<file path="config.mk">
export PLATFORM = sky130hd
export DESIGN_NAME = otp_fetch_ctrl
export DESIGN_NICKNAME = d
export VERILOG_FILES = /design/src/rtl/otp_fetch_ctrl.sv
export SDC_FILE = /design/constraint.sdc
export NUM_CORES = 1
export LEC_CHECK = 0
export BUFFER_PORTS_ARGS = -buffer_cell sky130_fd_sc_hd__buf_2
export CAP_MARGIN = 20
export CORE_MARGIN = 3
export CORE_UTILIZATION = 60
export DETAILED_ROUTE_END_ITERATION = 10
export GPL_TIMING_DRIVEN = 1
export PLACE_DENSITY = 0.82
export SLEW_MARGIN = 10
export SYNTH_ARGS = -nofsm -noshare
export SYNTH_HDL_FRONTEND = slang
export SYNTH_SLANG_ARGS = --single-unit
</file>
<file path="constraint.sdc">
create_clock -name clk -period 3.4 [get_ports clk]
set_clock_uncertainty 0.15 [all_clocks]
set_input_delay 0.17 -clock clk [delete_from_list [all_inputs] [get_ports clk]]
set_output_delay 0.17 -clock clk [all_outputs]
set_load 0.005 [all_outputs]
</file>
<file path="src/rtl/otp_fetch_ctrl.sv">
// otp_fetch_ctrl: instruction-fetch requester for the OTP program memory.
// It issues one OTP word read per cycle while buffer credit is available.
// It captures the registered read data one cycle later and queues
// {pc, instr} pairs in a prefetch FIFO that feeds decode over valid/ready.
// A redirect pulse flushes both buffered and in-flight words.
// Optional feature macro: OTP_FETCH_BYPASS_EN. When it is defined, a
// response that arrives while the FIFO is empty is presented to decode in
// the same cycle.
module otp_fetch_ctrl #(
  parameter int unsigned FIFO_DEPTH = 4,
  parameter logic [31:0] RESET_PC   = 32'h0000_0000
) (
  input  logic        clk,
  input  logic        rst_n,
  input  logic        fetch_enable,
  input  logic        redirect_valid,
  input  logic [31:0] redirect_pc,
  output logic [31:0] otp_pa,
  output logic        otp_en,
  input  logic [31:0] otp_rdata,
  output logic        ifu_valid,
  output logic [31:0] ifu_instr,
  output logic [31:0] ifu_pc,
  input  logic        ifu_ready
);

  localparam int unsigned PW = $clog2(FIFO_DEPTH);
  localparam int unsigned CW = PW + 1;
  localparam logic [CW-1:0] DEPTH_C = CW'(FIFO_DEPTH);
  localparam logic [31:0] RESET_PC_W = RESET_PC & ~32'h3;

  logic [31:0]   fetch_pc;
  logic [31:0]   pending_pc;
  logic          resp_pending;
  logic [31:0]   fifo_pc    [FIFO_DEPTH];
  logic [31:0]   fifo_instr [FIFO_DEPTH];
  logic [PW-1:0] rd_ptr;
  logic [PW-1:0] wr_ptr;
  logic [CW-1:0] count;

  logic [CW-1:0] credit_used;
  logic          fifo_empty;
  logic          issue;
  logic          push;
  logic          pop;

  // Issue decision: an outstanding response already owns a slot. A pop in
  // the same cycle gives no credit back. Reset gates the request off.
  always_comb begin
    credit_used = count + CW'(resp_pending);
    fifo_empty  = (count == '0);
    issue       = rst_n & fetch_enable & ~redirect_valid & (credit_used < DEPTH_C);
    otp_en      = issue;
    otp_pa      = fetch_pc;
  end

`ifdef OTP_FETCH_BYPASS_EN
  logic bypass;

  // Decode-side view: an empty FIFO forwards the arriving OTP word directly.
  // The in-flight word is suppressed during a redirect so a dropped word is
  // never visible.
  always_comb begin
    bypass    = fifo_empty & resp_pending & ~redirect_valid;
    ifu_valid = ~fifo_empty | bypass;
    ifu_instr = bypass ? otp_rdata  : fifo_instr[rd_ptr];
    ifu_pc    = bypass ? pending_pc : fifo_pc[rd_ptr];
    pop       = ~fifo_empty & ifu_ready;
    push      = resp_pending & ~redirect_valid & ~(bypass & ifu_ready);
  end
`else
  // Decode-side view: only the FIFO head is ever presented.
  always_comb begin
    ifu_valid = ~fifo_empty;
    ifu_instr = fifo_instr[rd_ptr];
    ifu_pc    = fifo_pc[rd_ptr];
    pop       = ~fifo_empty & ifu_ready;
    push      = resp_pending & ~redirect_valid;
  end
`endif

  // Fetch PC and in-flight tracking. resp_pending follows issue directly,
  // because every response is consumed in the cycle after its request.
  always_ff @(posedge clk or negedge rst_n) begin
    if (!rst_n) begin
      fetch_pc     <= RESET_PC_W;
      pending_pc   <= '0;
      resp_pending <= 1'b0;
    end else begin
      resp_pending <= issue;
      if (redirect_valid) begin
        fetch_pc <= redirect_pc & ~32'h3;
      end else if (issue) begin
        pending_pc <= fetch_pc;
        fetch_pc   <= fetch_pc + 32'd4;
      end
    end
  end

  // Prefetch FIFO storage, pointers and occupancy. A redirect flushes it.
  always_ff @(posedge clk or negedge rst_n) begin
    if (!rst_n) begin
      for (int unsigned i = 0; i < FIFO_DEPTH; i++) begin
        fifo_pc[i]    <= '0;
        fifo_instr[i] <= '0;
      end
      rd_ptr <= '0;
      wr_ptr <= '0;
      count  <= '0;
    end else if (redirect_valid) begin
      rd_ptr <= '0;
      wr_ptr <= '0;
      count  <= '0;
    end else begin
      if (push) begin
        fifo_pc[wr_ptr]    <= pending_pc;
        fifo_instr[wr_ptr] <= otp_rdata;
        wr_ptr             <= wr_ptr + PW'(1);
      end
      if (pop) begin
        rd_ptr <= rd_ptr + PW'(1);
      end
      case ({push, pop})
        2'b10:   count <= count + CW'(1);
        2'b01:   count <= count - CW'(1);
        default: count <= count;
      endcase
    end
  end

endmodule

</file>
==> flow_metrics.py, run 1 <==
metrics = {
    "pwr": {
        "seqPwrFrac": 0.441,
        "pwr-share-comb": 0.242,
        "swShare": 0.272,
        "leakage_nw": 8.05,
        "netSwitchingPower_w": 0.00320,
        "intPower_w": 0.00857,
        "p_clk_frac": 0.317,
        "power.density_mw_per_mm2": 696,
        "peakVddDrop_mv": 0.405,
    },
    "yosys": {
        "synth_top_family_by_area": "multiplexers",
        "synth.area.mux_share": 0.327,
        "synth_seq_cells": 316,
        "syn-instance-count": 915,
        "ys_warn_count": 0,
        "synth_seq_area_share": 0.567,
        "synth_area_leaders": "dfrtp_1 57%, mux2_2 23%, mux4_2 10%",
        "synth_compound_area_frac": 0.0138,
        "yosys.area.top_type": "dfrtp_1",
        "synth-edff-count": 0,
        "ys_async_sr_fraction": 1.00,
        "syn_avg_cell_area_um2": 15.3,
        "ys_types": 39,
        "synth_adder_area_share": 0.00592,
        "synth-main-ff-cell": "dfrtp_1",
        "synth-simple-area-share": 0.0447,
        "yosys.area.top_type_share": 0.567,
        "synth_area_mm2": 0.0140,
        "synth-xor-area-share": 0.0207,
    },
    "floorplanning": {
        "ioPinCount": 167,
        "fp.dieW_um": 159,
        "die_h_um": 159,
        "start_util": 0.613,
        "die_area_mm2": 0.0251,
        "placementRows": 55,
        "core_mm2": 0.0228,
    },
    "layout": {
        "nets": 1211,
        "fin_area_mm2": 0.0169,
        "drive_gt1_frac": 0.503,
        "syn2layout_area_growth_pct": 21.2,
        "num_antenna_cells": 0,
    },
    "worst_setup_path": {
        "rrSetupSlack_ns": 0.76,
        "critical_path_peak_fanout": 26,
        "worstSetupPathType": "reg2out",
        "setup.worst_path.start": "rd_ptr[0]",
        "timing.critical_path.buf_inv": 2,
        "slowest_delay_ns": 0.79,
        "end_kind": "primary output",
        "regToRegStartpoint": "resp_pending",
        "cp_num_cells": 3,
        "critPathCapture": "ifu_pc[10]",
        "crit_required_ns": 3.08,
        "reg2regPathDepth": 7,
        "startpoint_type": "flip-flop",
        "worst_r2r_endpoint": "count[2]",
        "slowest_stage": "dfrtp_4",
        "path_cells": "buf_4 -> mux4_2 -> buf_2",
        "cp_top_family": "flip-flops",
        "worstPathArrival_ns": 2.39,
    },
    "min_path": {
        "hold_path_class": "in2async",
    },
    "placement": {
        "gp_congestion": 0.872,
        "io_buffers": 160,
        "place_area_mm2": 0.0151,
        "hpwl_um": 17800,
        "pre_cts_slack_ns": 0.755,
    },
    "global_routing": {
        "grt_use_total": 0.251,
        "overflow": 0,
        "grt_max_degree": 201,
        "antenna_found_initial": 0,
        "grt_pass1_vias": 9433,
        "grt_pass1_wl_um": 49300,
    },
    "sta": {
        "finalHoldViolCount": 0,
        "drv_slew": 0,
        "timing.slew.headroom": 0.326,
        "rsz0062_at_grt": "false",
        "fin_setup_tns_ns": 0,
        "fin_hold_ws_ns": 0.0524,
        "max_freq_mhz": 369,
        "period_needed_ns": 2.71,
        "timing.final.crit_share": 0.798,
        "worst_slew_pin_slew_ns": 1.01,
        "setup_viol": 0,
        "worst_slack_ns": 0.688,
    },
    "drt": {
        "postRouteAntennaNets": 0,
        "drt_pass1_iterations": 4,
        "drc": 0,
        "wl_um": 30900,
        "routed_via_density": 5.89,
        "vias": 8670,
        "drtIter0Drc": 540,
        "wl_per_cell_um": 21.0,
    },
    "cts": {
        "clock_sinks": 316,
        "cts_buffers": 34,
        "clk-insertion-delay-late_ns": 0.51,
        "path_clk_slew_ns": 0.06,
        "cts.path.max_buffers": 3,
        "cts_tree": "yes",
        "ctsHtreeMaxLevel": 2,
        "cts_resized": 0,
        "cts_root_buffer": "clkbuf_16",
    },
    "job": {
        "max-cap-violations": 0,
    },
    "run_status": {
        "outcome": "complete, no violations",
    },
}
-- stage by stage --
stage                     instances   util  power [W]
after floorplan                 918      -    0.00683
after global placement         1349  0.664    0.00792
after detailed placement       1349  0.664    0.00804
after CTS                      1471  0.742     0.0119
after global routing           1471  0.742     0.0124
final                          1471  0.742     0.0118
-- cell type report --
cell class                      count  area (um2)
Inverter                            9        33.8
Multi-Input combinational cell    535        5800
Timing Repair Buffer              240        1620
Fill cell                        1399        5870
Sequential cell                   316        7910
Tap cell                          313         392
Clock inverter                      6        85.1
Clock buffer                       52        1060
-- flip-flops by register name (all words and copies together), names as in the netlist --
| name | flops |
|---|---|
| fifo_instr | 128 |
| fifo_pc | 120 |
| otp_pa | 30 |
| pending_pc | 30 |
| count | 3 |
| rd_ptr | 2 |
| wr_ptr | 2 |
| resp_pending | 1 |
-- per-layer routing --
layer  global-route usage  part of all wire  wire (um)
met5                    0                 0          0
met4               0.0729             0.020        623
met2                0.440              0.51      15800
met3               0.0370             0.049       1520
met1                0.329              0.42      13000
-- synthesized netlist by cell type (2+ instances only) --
| cell | instances |
|---|---|
| dfrtp_1 | 316 |
| inv_1 | 9 |
| nor2_1 | 14 |
| buf_4 | 4 |
| and2_1 | 2 |
| mux2i_1 | 3 |
| mux2_2 | 279 |
| clkbuf_1 | 35 |
| xnor2_1 | 17 |
| nand4_1 | 12 |
| nor4_1 | 8 |
| or3_1 | 3 |
| mux4_2 | 62 |
| and4_1 | 2 |
| buf_2 | 16 |
| ha_1 | 5 |
| a31oi_1 | 3 |
| o21ai_0 | 25 |
| nor3_1 | 7 |
| nor4_2 | 3 |
| nand3_1 | 12 |
| o21ai_1 | 3 |
| and3_1 | 2 |
| nand2_1 | 41 |
| buf_1 | 3 |
| xor2_1 | 16 |
-- timing repair --
action                                 in CTS  in global routing
hold buffers                               64                  0
setup buffers                               0                  0
endpoints found under the hold margin     200                  0
-- cell usage in the layout (no fill, tap or decap), drive strengths merged, types with 2 or more instances in the layout --
| cell type | Yosys | final |
|---|---|---|
| buf | 23 | 176 |
| and2 | 2 | 2 |
| dlygate4sd3 | 0 | 64 |
| dfrtp | 316 | 316 |
| mux2 | 279 | 279 |
| mux2i | 3 | 3 |
| nand2 | 41 | 41 |
| o21ai | 28 | 28 |
| nand3 | 14 | 14 |
| nor3 | 7 | 7 |
| xnor2 | 17 | 17 |
| clkbuf | 35 | 52 |
| and4 | 2 | 2 |
| and3 | 2 | 2 |
| or3 | 3 | 3 |
| conb | 1 | 4 |
| nor4 | 11 | 11 |
| nor2 | 14 | 14 |
| xor2 | 16 | 16 |
| clkinvlp | 0 | 2 |
| mux4 | 62 | 62 |
| inv | 9 | 9 |
| nand4 | 13 | 13 |
| bufinv | 0 | 2 |
| ha | 5 | 5 |
| clkinv | 0 | 2 |
| a31oi | 3 | 3 |
-- cells by family (layout without fill, tap and decap cells) --
logic type	after synthesis	in the layout
multiplexers	344	344
flip-flops	316	316
AND/OR/NAND/NOR	113	113
buffers and inverters	67	307
AO/OA/AOI/OAI	35	35
XOR/XNOR	33	33
adder cells (fa/ha/maj)	6	6
other	1	4
-- worst min path at each step --
| stage | from | to | slack [ns] |
|---|---|---|---|
| after floorplan | rst_n | count[0] | -0.28 |
| after global placement | rst_n | fifo_instr[71] | -0.06 |
| after detailed placement | rst_n | fifo_instr[106] | -0.06 |
| after CTS | rst_n | fifo_instr[71] | 0.05 |
| after global routing | rst_n | fifo_instr[7] | 0.07 |
| final | rst_n | fifo_instr[71] | 0.05 |
-- power by group through the flow --
stage	clock (W)	sequential (W)	combinational (W)
after global placement	0	0.00518	0.00273
final	0.00374	0.00519	0.00285
after detailed placement	0	0.00523	0.00281
after global routing	0.00395	0.00530	0.00311
after floorplan	0	0.00492	0.00191
after CTS	0.00380	0.00518	0.00289
(Power assumes the default switching activity.)
==> run 2: changes to the inputs <==
- CORE_UTILIZATION: 60 -> 58
- PLACE_DENSITY: 0.82 -> 0.8
- clock period: 3.4 -> 2.6 ns (I/O delays scaled with it)
==> flow_metrics.py, run 2 (same netlist as run 1, synthesis figures left out) <==
metrics = {
    "layout": {
        "reg_top3": "fifo_instr x128, fifo_pc x120",
        "nets": 1226,
        "nFillCells": 1527,
        "largest_register_ff_count": 128,
        "top_register": "fifo_instr",
        "final_common_cell": "dfrtp_1",
        "syn2layout_area_growth_pct": 21.7,
        "final_cell_mix": "314 x dfrtp_1, 279 x mux2_2, 159 x buf_2, 65 x dlygate4sd3_1, 62 x mux4_2",
        "num_antenna_cells": 0,
        "drive_gt1_frac": 0.508,
    },
    "sta": {
        "timing.slew.headroom": 0.460,
        "fin_setup_tns_ns": 0,
        "drv_slew": 0,
        "period_needed_ns": 2.52,
        "worst_slew_pin_slew_ns": 0.811,
        "timing.final.crit_share": 0.968,
        "max_freq_mhz": 398,
        "rsz0062_at_grt": "false",
        "finalHoldViolCount": 0,
        "setup_viol": 0,
    },
    "pwr": {
        "pwr-share-comb": 0.260,
        "seqPwrFrac": 0.449,
        "intPower_w": 0.0107,
        "netSwitchingPower_w": 0.00407,
        "leakage_nw": 8.10,
        "power.total_w": 0.0148,
        "peakVddDrop_mv": 0.458,
        "swShare": 0.275,
        "p_clk_frac": 0.290,
        "power.density_mw_per_mm2": 872,
    },
    "placement": {
        "gp_congestion": 0.845,
        "io_buffers": 160,
        "hpwl_um": 18600,
    },
    "drt": {
        "vias": 8548,
        "wl_um": 30100,
        "wl_per_cell_um": 20.2,
        "routed_via_density": 5.73,
        "postRouteAntennaNets": 0,
        "drt_pass1_iterations": 5,
        "drtIter0Drc": 618,
        "drc": 0,
    },
    "min_path": {
        "min_delay_path_depth": 5,
        "min_from": "fetch_enable",
        "holdPathEnd": "otp_pa[22]",
        "hold_path_class": "in2reg",
    },
    "worst_setup_path": {
        "timing.critical_path.buf_inv": 3,
        "worstPathArrival_ns": 2.24,
        "reg2regPathDepth": 6,
        "critical_path_peak_fanout": 17,
        "startpoint_type": "flip-flop",
        "slowest_stage": "dfrtp_1",
        "crit_required_ns": 2.32,
        "rrSetupSlack_ns": 0.37,
        "worst_r2r_endpoint": "otp_pa[31]",
        "regToRegStartpoint": "resp_pending",
        "path_cells": "and4_1 -> o211ai_1 -> buf_4 -> nor2_4 -> buf_6 -> buf_2",
        "slowest_delay_ns": 0.48,
        "cp_top_family": "buffers and inverters",
        "worstSetupPathType": "reg2out",
        "end_kind": "primary output",
    },
    "run_status": {
        "outcome": "complete, no violations",
    },
    "cts": {
        "clock_sinks": 316,
        "cts_buffers": 31,
        "cts_tree": "yes",
        "ctsHtreeMaxLevel": 1,
        "cts_root_buffer": "clkbuf_16",
        "clk-insertion-delay-late_ns": 0.55,
        "cts.path.max_buffers": 3,
        "path_clk_slew_ns": 0.06,
    },
    "floorplanning": {
        "start_util": 0.593,
        "die_h_um": 161,
        "core_mm2": 0.0235,
        "placementRows": 56,
        "fp.dieW_um": 161,
        "ioPinCount": 167,
        "die_area_mm2": 0.0260,
    },
    "global_routing": {
        "overflow": 0,
        "antenna_found_initial": 1,
        "grt_max_degree": 151,
        "grt_pass1_wl_um": 49800,
        "grt_pass1_vias": 9522,
        "grt_use_total": 0.239,
    },
    "job": {
        "max-cap-violations": 0,
    },
}
==> run 2: cell count changes in the layout (fill, tap and decap cells not counted) <==
cell	change
buf_4	+10
buf_12	+6
clkbuf_16	-6
clkinv_2	+3
buf_6	+1
bufinv_16	-1
clkbuf_1	+1
clkinvlp_4	-1
dlygate4sd3_1	+1
inv_6	+1
nor2_2	-1
nor2_4	+1
==> run 2: per-stage QoR <==
step	area (um2)	utilization	hold slack [ns]	std cells	setup slack (ns)
2_1_floorplan	14000	-	-0.316	918	0.284
3_3_place_gp	15300	0.651	-0.188	1371	0.460
3_5_place_dp	15300	0.651	-0.185	1371	0.416
4_1_cts	17000	0.721	0.0186	1492	0.0159
5_1_grt	17000	0.721	0.0572	1492	0.00752
6_report	17000	0.721	0.0322	1492	0.0843
==> run 2: layer usage <==
metal,global-route usage,vias up,wire length (um)
met3,0.0372,35,1550
li1,-,3835,-
met4,0.0446,2,394
met1,0.331,4447,13100
met5,0,-,7
met2,0.410,229,15000
==> run 2: worst min-delay path, stage by stage <==
cell     delay, ns
buf_2         0.12
o211a_1       0.17
nand4_1       0.09
xor2_1        0.06
o21ai_0       0.13
==> run 2: worst max path at each step <==
stage	startpoint	end	depth (start not counted)	slack, ns
floorplan	count[0]	count[2]	7	0.28
global placement	otp_pa[9]	otp_pa[25]	5	0.46
detailed placement	count[0]	count[2]	7	0.42
CTS	resp_pending	otp_en	6	0.02
global route	resp_pending	otp_en	6	0.008
finish	resp_pending	otp_en	6	0.08
==> run 2: timing repair <==
| item | CTS | global route |
|---|---|---|
| setup endpoints to repair | 1 | 1 |
| endpoints found under the hold margin | 322 | 0 |
| pin swaps | 1 | 1 |
| setup buffers | 1 | 0 |
| hold buffers | 65 | 0 |
| gates resized for setup | 0 | 1 |
==> run 2: power by group through the flow <==
| stage | clock, W | combinational [W] | sequential [W] |
|---|---|---|---|
| final | 0.00430 | 0.00385 | 0.00665 |
| after global routing | 0.00461 | 0.00422 | 0.00680 |
| after CTS | 0.00441 | 0.00391 | 0.00665 |
| after detailed placement | 0 | 0.00380 | 0.00673 |
| after global placement | 0 | 0.00372 | 0.00667 |
| after floorplan | 0 | 0.00249 | 0.00644 |
==> run 2: area by class of cell <==
cell class                 count  area (um2)  area share
timing repair buffer         258        1840       0.108
multi-input combinational    535        5810       0.342
sequential                   316        7910       0.466
clock inverter                 8        71.3     0.00420
clock buffer                  47         916      0.0539
tap                          319         399      0.0235
inverter                       9        33.8     0.00199
